$ cat config.mk
export PLATFORM = sky130hd
export DESIGN_NAME = ssd_driver_flat
export DESIGN_NICKNAME = d
export VERILOG_FILES = /design/src/rtl/ssd_driver_if.sv /design/src/rtl/ssd_driver.sv /design/src/flat_wrapper.sv
export SDC_FILE = /design/constraint.sdc
export NUM_CORES = 1
export LEC_CHECK = 0
export CORE_UTILIZATION = 30
export CTS_CLUSTER_SIZE = 40
export DETAILED_ROUTE_END_ITERATION = 7
export PLACE_DENSITY = 0.5
export SETUP_SLACK_MARGIN = 0.15
export SLEW_MARGIN = 25
export SYNTH_ARGS = -nofsm -noshare
export SYNTH_HDL_FRONTEND = slang
export SYNTH_SLANG_ARGS = --single-unit
$ cat constraint.sdc
create_clock -name clk -period 3.7 [get_ports clk]
set_input_delay 0.925 -clock clk [delete_from_list [all_inputs] [get_ports clk]]
set_output_delay 0.925 -clock clk [all_outputs]
set_load 0.03 [all_outputs]
$ cat src/rtl/ssd_driver_if.sv
// rtl/ssd_driver_if.sv - display value/dp inputs and anode/cathode outputs of the 4-digit driver
//   value[15:0] : hex value, nibble n shown on digit n (digit 0 rightmost)
//   dp[3:0]     : decimal point enables, active-high, bit n for digit n
//   an[3:0]     : digit anodes, active-low
//   seg[6:0]    : cathodes a..g, active-low
//   dp_n        : decimal point cathode, active-low
interface ssd_driver_if;
  logic [15:0] value;
  logic [3:0]  dp;
  logic [3:0]  an;
  logic [6:0]  seg;
  logic        dp_n;

  modport master (output value, output dp, input an, input seg, input dp_n);
  modport slave  (input value, input dp, output an, output seg, output dp_n);
endinterface

$ cat src/rtl/ssd_driver.sv
// rtl/ssd_driver.sv - multiplexed 4-digit seven-segment driver with frame-synchronous shadow load
//   Ports: clk (single clock), rst (synchronous, active-high),
//          bus (ssd_driver_if.slave: value/dp in, an/seg/dp_n out, all outputs registered).
//   Parameters: REFRESH_CYCLES (2..65536) cycles per digit slot,
//               BLANK_CYCLES (0..REFRESH_CYCLES-1) dark cycles at the start of every slot.
//   Optional: define SSD_LZB_EN to blank leading zeros on digits 3..1.
module ssd_driver #(
  parameter int REFRESH_CYCLES = 50000,
  parameter int BLANK_CYCLES   = 1000
) (
  input  logic         clk,
  input  logic         rst,
  ssd_driver_if.slave  bus
);

  localparam logic [15:0] LP_TC    = 16'(REFRESH_CYCLES - 1);
  // One extra bit so BLANK_CYCLES up to 65535 compares against the full counter range.
  localparam logic [16:0] LP_BLANK = 17'(BLANK_CYCLES);

  logic [15:0] r_cnt;
  logic [1:0]  r_idx;
  logic [15:0] r_sh_val;
  logic [3:0]  r_sh_dp;
  logic [3:0]  r_an;
  logic [6:0]  r_seg;
  logic        r_dp_n;

  logic        w_tick;
  logic        w_blank_slot;
  logic [3:0]  w_nib;
  logic [3:0]  w_lz;
  logic [3:0]  w_an_nxt;
  logic [6:0]  w_seg_nxt;
  logic        w_dp_n_nxt;

  // Active-high gfedcba glyphs.
  function automatic logic [6:0] font(input logic [3:0] n);
    case (n)
      4'h0: font = 7'h3F;
      4'h1: font = 7'h06;
      4'h2: font = 7'h5B;
      4'h3: font = 7'h4F;
      4'h4: font = 7'h66;
      4'h5: font = 7'h6D;
      4'h6: font = 7'h7D;
      4'h7: font = 7'h07;
      4'h8: font = 7'h7F;
      4'h9: font = 7'h6F;
      4'hA: font = 7'h77;
      4'hB: font = 7'h7C;
      4'hC: font = 7'h39;
      4'hD: font = 7'h5E;
      4'hE: font = 7'h79;
      default: font = 7'h71;
    endcase
  endfunction

  assign w_tick       = (r_cnt == LP_TC);
  assign w_blank_slot = ({1'b0, r_cnt} < LP_BLANK);

  always_comb begin
    w_nib = 4'h0;
    case (r_idx)
      2'd0: w_nib = r_sh_val[3:0];
      2'd1: w_nib = r_sh_val[7:4];
      2'd2: w_nib = r_sh_val[11:8];
      default: w_nib = r_sh_val[15:12];
    endcase
  end

`ifdef SSD_LZB_EN
  // A digit is a leading zero when it and every more-significant nibble are zero.
  always_comb begin
    w_lz    = 4'b0000;
    w_lz[3] = (r_sh_val[15:12] == 4'h0);
    w_lz[2] = w_lz[3] && (r_sh_val[11:8] == 4'h0);
    w_lz[1] = w_lz[2] && (r_sh_val[7:4] == 4'h0);
  end
`else
  assign w_lz = 4'b0000;
`endif

  always_comb begin
    w_an_nxt   = 4'b1111;
    w_seg_nxt  = 7'h7F;
    w_dp_n_nxt = 1'b1;
    if (!w_blank_slot) begin
      w_dp_n_nxt = ~r_sh_dp[r_idx];
      if (!w_lz[r_idx]) begin
        w_an_nxt  = ~(4'b0001 << r_idx);
        w_seg_nxt = ~font(w_nib);
      end else if (r_sh_dp[r_idx]) begin
        // Blanked digit still lights its decimal point; segments stay dark.
        w_an_nxt = ~(4'b0001 << r_idx);
      end
    end
  end

  always_ff @(posedge clk) begin
    if (rst) begin
      r_cnt    <= 16'h0000;
      r_idx    <= 2'd0;
      r_sh_val <= 16'h0000;
      r_sh_dp  <= 4'h0;
      r_an     <= 4'b1111;
      r_seg    <= 7'h7F;
      r_dp_n   <= 1'b1;
    end else begin
      r_cnt <= w_tick ? 16'h0000 : r_cnt + 16'h0001;
      if (w_tick) begin
        r_idx <= r_idx + 2'd1;
      end
      // Shadow reloads only at the frame boundary so a frame is never torn.
      if (w_tick && (r_idx == 2'd3)) begin
        r_sh_val <= bus.value;
        r_sh_dp  <= bus.dp;
      end
      r_an   <= w_an_nxt;
      r_seg  <= w_seg_nxt;
      r_dp_n <= w_dp_n_nxt;
    end
  end

  assign bus.an   = r_an;
  assign bus.seg  = r_seg;
  assign bus.dp_n = r_dp_n;

endmodule
$ cat src/flat_wrapper.sv
// flat-port wrapper written by rule: the top's interface ports become plain ports
module ssd_driver_flat 
#(
  parameter int REFRESH_CYCLES = 50000,
  parameter int BLANK_CYCLES   = 1000
)
  (clk, rst, bus_value, bus_dp, bus_an, bus_seg, bus_dp_n);
  ssd_driver_if bus_i ();
  input  logic clk;
  input  logic rst;
  input wire logic [$bits(bus_i.value)-1:0] bus_value;
  input wire logic [$bits(bus_i.dp)-1:0] bus_dp;
  output wire logic [$bits(bus_i.an)-1:0] bus_an;
  output wire logic [$bits(bus_i.seg)-1:0] bus_seg;
  output wire logic [$bits(bus_i.dp_n)-1:0] bus_dp_n;
  assign bus_i.value = bus_value;
  assign bus_i.dp = bus_dp;
  assign bus_an = bus_i.an;
  assign bus_seg = bus_i.seg;
  assign bus_dp_n = bus_i.dp_n;
  ssd_driver #(.REFRESH_CYCLES(REFRESH_CYCLES), .BLANK_CYCLES(BLANK_CYCLES)) u_core (.clk(clk), .rst(rst), .bus(bus_i));
endmodule
# Word-level counts from Yosys, hierarchy flattened

Memory sizes are Yosys's and may differ from the RTL's.
Cells that the tools add are included.

Flip-flop bits (word level): 50
ROM bits: 112
Input port bits: 22
Output and inout port bits: 12
Word-level logic and storage cells: 34
Memories: 1

Memories:

| name            | words | width | rd ports | clocked after memory_dff | write ports | RTL line         | RTL |
|---|---|---|---|---|---|---|---|
| (no name shown) | 16    | 7     | 1        | 0                        | 0           | ssd_driver.sv:38 | `case (n)` |

$add $sub $neg: 2
Order comparisons: 2
Equal/unequal tests: 4
Shifts and indexed selects: 1
Muxes and demuxes: 9
Bitwise operators: 3
Reduce and logical (&&, ||, !) cells: 5

Operators by type and width:

| cell                                                                           | count |
|---|---|
| 16-bit by 1-bit adder with 16-bit output, second input constant                | 1 |
| 16-bit == test, second input constant                                          | 1 |
| 16-bit by 10-bit less-than comparator with 1-bit output, second input constant | 1 |
| 7-bit 2-to-1 mux                                                               | 2 |
| 4-bit case mux with 3 select lines                                             | 1 |
| 4-bit 2-to-1 mux                                                               | 2 |
| 7-bit NOT                                                                      | 1 |
| 1-bit binary-select mux with 2-bit select                                      | 2 |
| 2-bit == test, second input constant                                           | 2 |
| 4-bit NOT                                                                      | 1 |
| 2-bit OR reduction                                                             | 2 |
| 1-bit by 2-bit << shifter with 4-bit output, first input constant              | 1 |
| 2-bit by 3-bit less-than comparator with 1-bit output, second input constant   | 1 |
| 3-bit OR reduction                                                             | 1 |
| 2-bit by 1-bit adder with 2-bit output, second input constant                  | 1 |
| 2-bit by 1-bit == test with 1-bit output, second input constant                | 1 |
| 2-bit logical NOT                                                              | 1 |
| 1-bit 2-to-1 mux                                                               | 2 |
| 1-bit logical AND                                                              | 1 |
| 1-bit NOT                                                                      | 1 |

# Depth between registers and ports, before layout

An unclocked memory read counts as a cell.

Depth after elaboration: 6
Gate-level depth with buffers: 11
Depth with buffers taken out: 11

# Worst setup path after synthesis

OpenSTA, ideal clock, no wires.

Path kind: register -> register
From: reg u_core.r_idx[0]
To: reg u_core.r_seg[3] (netlist: u_core.bus.seg[3])
Setup time: 0.137 ns
Arrival: 2.277 ns
Required time: 3.563 ns
Setup slack: 1.286 ns
Cell stages (with the launch flop): 10
Path buffers: 1
Clock period less this slack: 2.414 ns
Cells stage by stage: dfxtp_1 ha_1 clkbuf_1 mux2i_1 inv_1 ha_1 a211oi_1 o22ai_1 a31oi_1 o21ai_0

Cells in the longest elaborated chain, start to end: 6
Elaborated cells between the ends (all ways): 11
Those cells by class: eq/ne: 2; mux: 5; bitwise: 1; reduce/logical: 2; memory: 1

Ends and longest elaborated chain:

| element                               | RTL line          | RTL |
|---|---|---|
| start, declared                       | ssd_driver.sv:21  | `logic [1:0] r_idx;` |
| start signal, assigned                | ssd_driver.sv:111 | `r_idx <= r_idx + 2'd1;` |
| 2-bit == test (tied with other cells) | ssd_driver.sv:63  | `case (r_idx)` |
| 4-bit case mux with 3 select lines    | ssd_driver.sv:63  |  |
| memory 16 x 7 bit                     | --                |  |
| 7-bit 2-to-1 mux                      | ssd_driver.sv:89  | `if (!w_lz[r_idx]) begin` |
| 7-bit 2-to-1 mux                      | ssd_driver.sv:87  | `if (!w_blank_slot) begin` |
| 7-bit NOT                             | ssd_driver.sv:91  | `w_seg_nxt = ~font(w_nib);` |
| end signal, assigned                  | ssd_driver.sv:119 | `r_seg <= w_seg_nxt;` |
| end, declared                         | ssd_driver.sv:25  | `logic [6:0] r_seg;` |

Several ways; a longest one is shown, not always the timed one. The select of a mux whose other input is x is not followed.
A chain may end at the register's enable or synchronous reset.

# Worst setup path in the final report

Ends and elaborated chain as after synthesis.

==> flow_metrics.env <==
export IMPL_detail_route_antenna_nets=0
export IMPL_timing_worst_slew_pin_value_ps=729
export IMPL_grt_remaining_overflow=0
export IMPL_regArea_um2=1000
export IMPL_skew_pair_late_insertion_delay_ps=320
export IMPL_clk_root_buffer_cell="sky130_fd_sc_hd__clkbuf_8"
export IMPL_dieHeight_um=89.4
export IMPL_setup_viol=0
export IMPL_clock_skew_ps=15.7
export IMPL_crit_fanout=6
export IMPL_flow_area_growth_from_synthesis_pct=22.6
export IMPL_synth_ff_type="sky130_fd_sc_hd__dfxtp_1"
export IMPL_dp_worst_setup_slack_ps=1030
export IMPL_post_cts_repair_setup_buffers=0
export IMPL_synth_most_common_cell="sky130_fd_sc_hd__nand2_1"
export IMPL_timing_hold_violations_final=0
export IMPL_grt_setup_unrepaired="no"
export IMPL_start_kind="register"
export IMPL_gp_congestion=0.841
export IMPL_cts_made_buffers=5
export IMPL_worst_endpoint_arrival_ps=2940
export IMPL_htree_levels=2
export IMPL_grt_antenna_before_repair=0
export IMPL_pwr_density_cell_nw_per_um2=347
export IMPL_cts_resized=0
export IMPL_p_leak_nw=0.937
export IMPL_drcViolationCount=0
export IMPL_timing_fmax_mhz=364
export IMPL_hold_path_cell_count=2
export IMPL_synth_top_cells_by_count="56 x sky130_fd_sc_hd__nand2_1, 50 x sky130_fd_sc_hd__dfxtp_1, 21 x sky130_fd_sc_hd__a21oi_1"
export IMPL_gr_usage_all_layers_pct=14.0
export IMPL_synthesis_yosys_warnings=0
export IMPL_cts_buffer_depth=2
export IMPL_pin_count=34
export IMPL_post_synthesis_register_bit_count=50
export IMPL_dp_final_hpwl_um=3590
export IMPL_first_pass_grt_wire_length_um=8370
export IMPL_cts_tree="built"
export IMPL_critPathKind="reg -> reg"
export IMPL_final_period_minus_worst_setup_slack_ps=2750
export IMPL_synth_top_cells_by_area="sky130_fd_sc_hd__dfxtp_1 44%, sky130_fd_sc_hd__nand2_1 9.2%, sky130_fd_sc_hd__ha_1 7.1%, sky130_fd_sc_hd__a21oi_1 4.6%, sky130_fd_sc_hd__nor2_1 3.1%"
export IMPL_synth_edff_count=0
export IMPL_start_util_pct=31.3
export IMPL_layout_drive_gt1_share_pct=7.24
export IMPL_setup_ws_ps=952
export IMPL_fillCellCount=771
export IMPL_syn_num_nets=294
export IMPL_ys_types=43
export IMPL_die_area_um2=7990
export IMPL_worstPathRequired_ps=3890
export IMPL_maxSlewViolCount=0
export IMPL_total_core_area_um2=7330
export IMPL_ff2ff_path_depth=10
export IMPL_max_slew_margin_rel_pct=51.4
export IMPL_detail_route_vias_per_cell=4.77
export IMPL_routed_wl_um=5080
export IMPL_holdCritPathClass="reg -> reg"
export IMPL_post_synth_top_area_fraction_pct=43.7
export IMPL_routed_via_count=1855
export IMPL_synth_top_area_cell="sky130_fd_sc_hd__dfxtp_1"
export IMPL_ir_drop_mv=0.148
export IMPL_cts_sinks=50
export IMPL_final_period_utilization_pct=74.3
export IMPL_multi_input_area_um2=1180
export IMPL_drt_iter0_markers=118
export IMPL_placementRows=31
export IMPL_cap_violations=0
export IMPL_synth_sequential_area_ratio_pct=43.7
export IMPL_routed_wire_length_per_instance_um=13.1
export IMPL_ant_cells=0
export IMPL_cell_area_after_technology_mapping_um2=2290
export IMPL_die_width_um=89.4
export IMPL_crit_path_end_kind="register"
export IMPL_async_flop_share_pct=0
export IMPL_router_iterations_before_antenna_repair=4
export IMPL_synth_cells=259
export IMPL_clkSlewWorstSetupHoldPaths_ps=100
export IMPL_run_status="completed"
export IMPL_grt_start_max_net_pins=26
export IMPL_holdBufCountCts=0
export IMPL_port_buffer_count=33
export IMPL_post_synth_cell_area_avg_um2=8.85
export IMPL_final_net_count=324
export IMPL_grt_pass1_vias=1663
export IMPL_tns_ps=0
routing by layer:
metal	track usage [%]	vias up	routed length (um)
met5	0	-	0
met4	4.76	0	62
met3	3.14	5	225
met2	19.6	46	2140
met1	21.0	866	2650
li1	-	938	-
cells by family after synthesis:
| logic type | synth area share (%) |
|---|---|
| muxes | 5.02 |
| DFF | 43.7 |
| buffers and inverters | 4.81 |
| AOI/OAI and AO/OA | 13.2 |
| xor gates and xnor gates | 5.35 |
| adders and majority gates | 7.10 |
| and+or+nand+nor | 20.8 |
where the power goes:
group / switching (W) / internal [W]
clock: 0.000195 / 0.000201
sequential: 0.00000241 / 0.000541
combinational: 0.0000125 / 0.0000230
critical path, cell delays in order (launching register included):
cell,delay (ps)
sky130_fd_sc_hd__dfxtp_1,490
sky130_fd_sc_hd__inv_1,110
sky130_fd_sc_hd__ha_1,270
sky130_fd_sc_hd__a222oi_1,420
sky130_fd_sc_hd__mux2i_1,250
sky130_fd_sc_hd__inv_1,180
sky130_fd_sc_hd__ha_1,290
sky130_fd_sc_hd__a211oi_1,240
sky130_fd_sc_hd__o22ai_1,100
sky130_fd_sc_hd__a31oi_1,180
sky130_fd_sc_hd__o21ai_0,90
layout by cell type (no fill, tap or decap), drive strengths merged, types with 3 or more instances in the layout:
master / count
nand2: 56
dfxtp: 50
clkdlybuf4s50: 33
a21oi: 24
nor2: 19
ha: 13
inv: 12
xnor2: 8
mux2i: 7
o21ai: 6
xor2: 6
o221ai: 5
nand3: 5
clkbuf: 5
a222oi: 3
nor2b: 3
and4: 3
state kept, by name, summed over array words and instances, names as in the netlist:
signal           count
u_core.r_cnt        16
u_core.r_sh_val     16
u_core.bus.seg       7
u_core.bus.an        4
u_core.r_sh_dp       4
u_core.r_idx         2
u_core.bus.dp_n      1
through the flow:
step / util [%] / total power, W / cells / instance area (um2) / hold WS (ps)
3_3_place_gp: 36.8 / 0.000591 / 381 / 2700 / 442
2_1_floorplan: - / 0.000567 / 259 / 2290 / 426
3_5_place_dp: 36.8 / 0.000591 / 381 / 2700 / 448
6_report: 38.3 / 0.000975 / 389 / 2810 / 462
5_1_grt: 38.3 / 0.00101 / 389 / 2810 / 474
4_1_cts: 38.3 / 0.000984 / 389 / 2810 / 463
final timing paths:
path	end	slack, ps	start
max	u_core.bus.seg[3]	950	u_core.r_idx[0]
min	u_core.r_sh_dp[0]	460	u_core.r_sh_dp[0]
max reg2reg	u_core.bus.seg[3]	950	u_core.r_idx[0]
min reg2reg	u_core.r_sh_dp[0]	460	u_core.r_sh_dp[0]
cell type report:
type                            instances  area share (%)
Sequential cell                        50            35.6
Clock buffer                            5            2.45
Clock inverter                          3            1.60
Inverter                               12            1.60
Multi-Input combinational cell        185            42.0
Timing Repair Buffer                   35            12.3
Tap cell                               99            4.41
(Power assumes the default switching activity.)
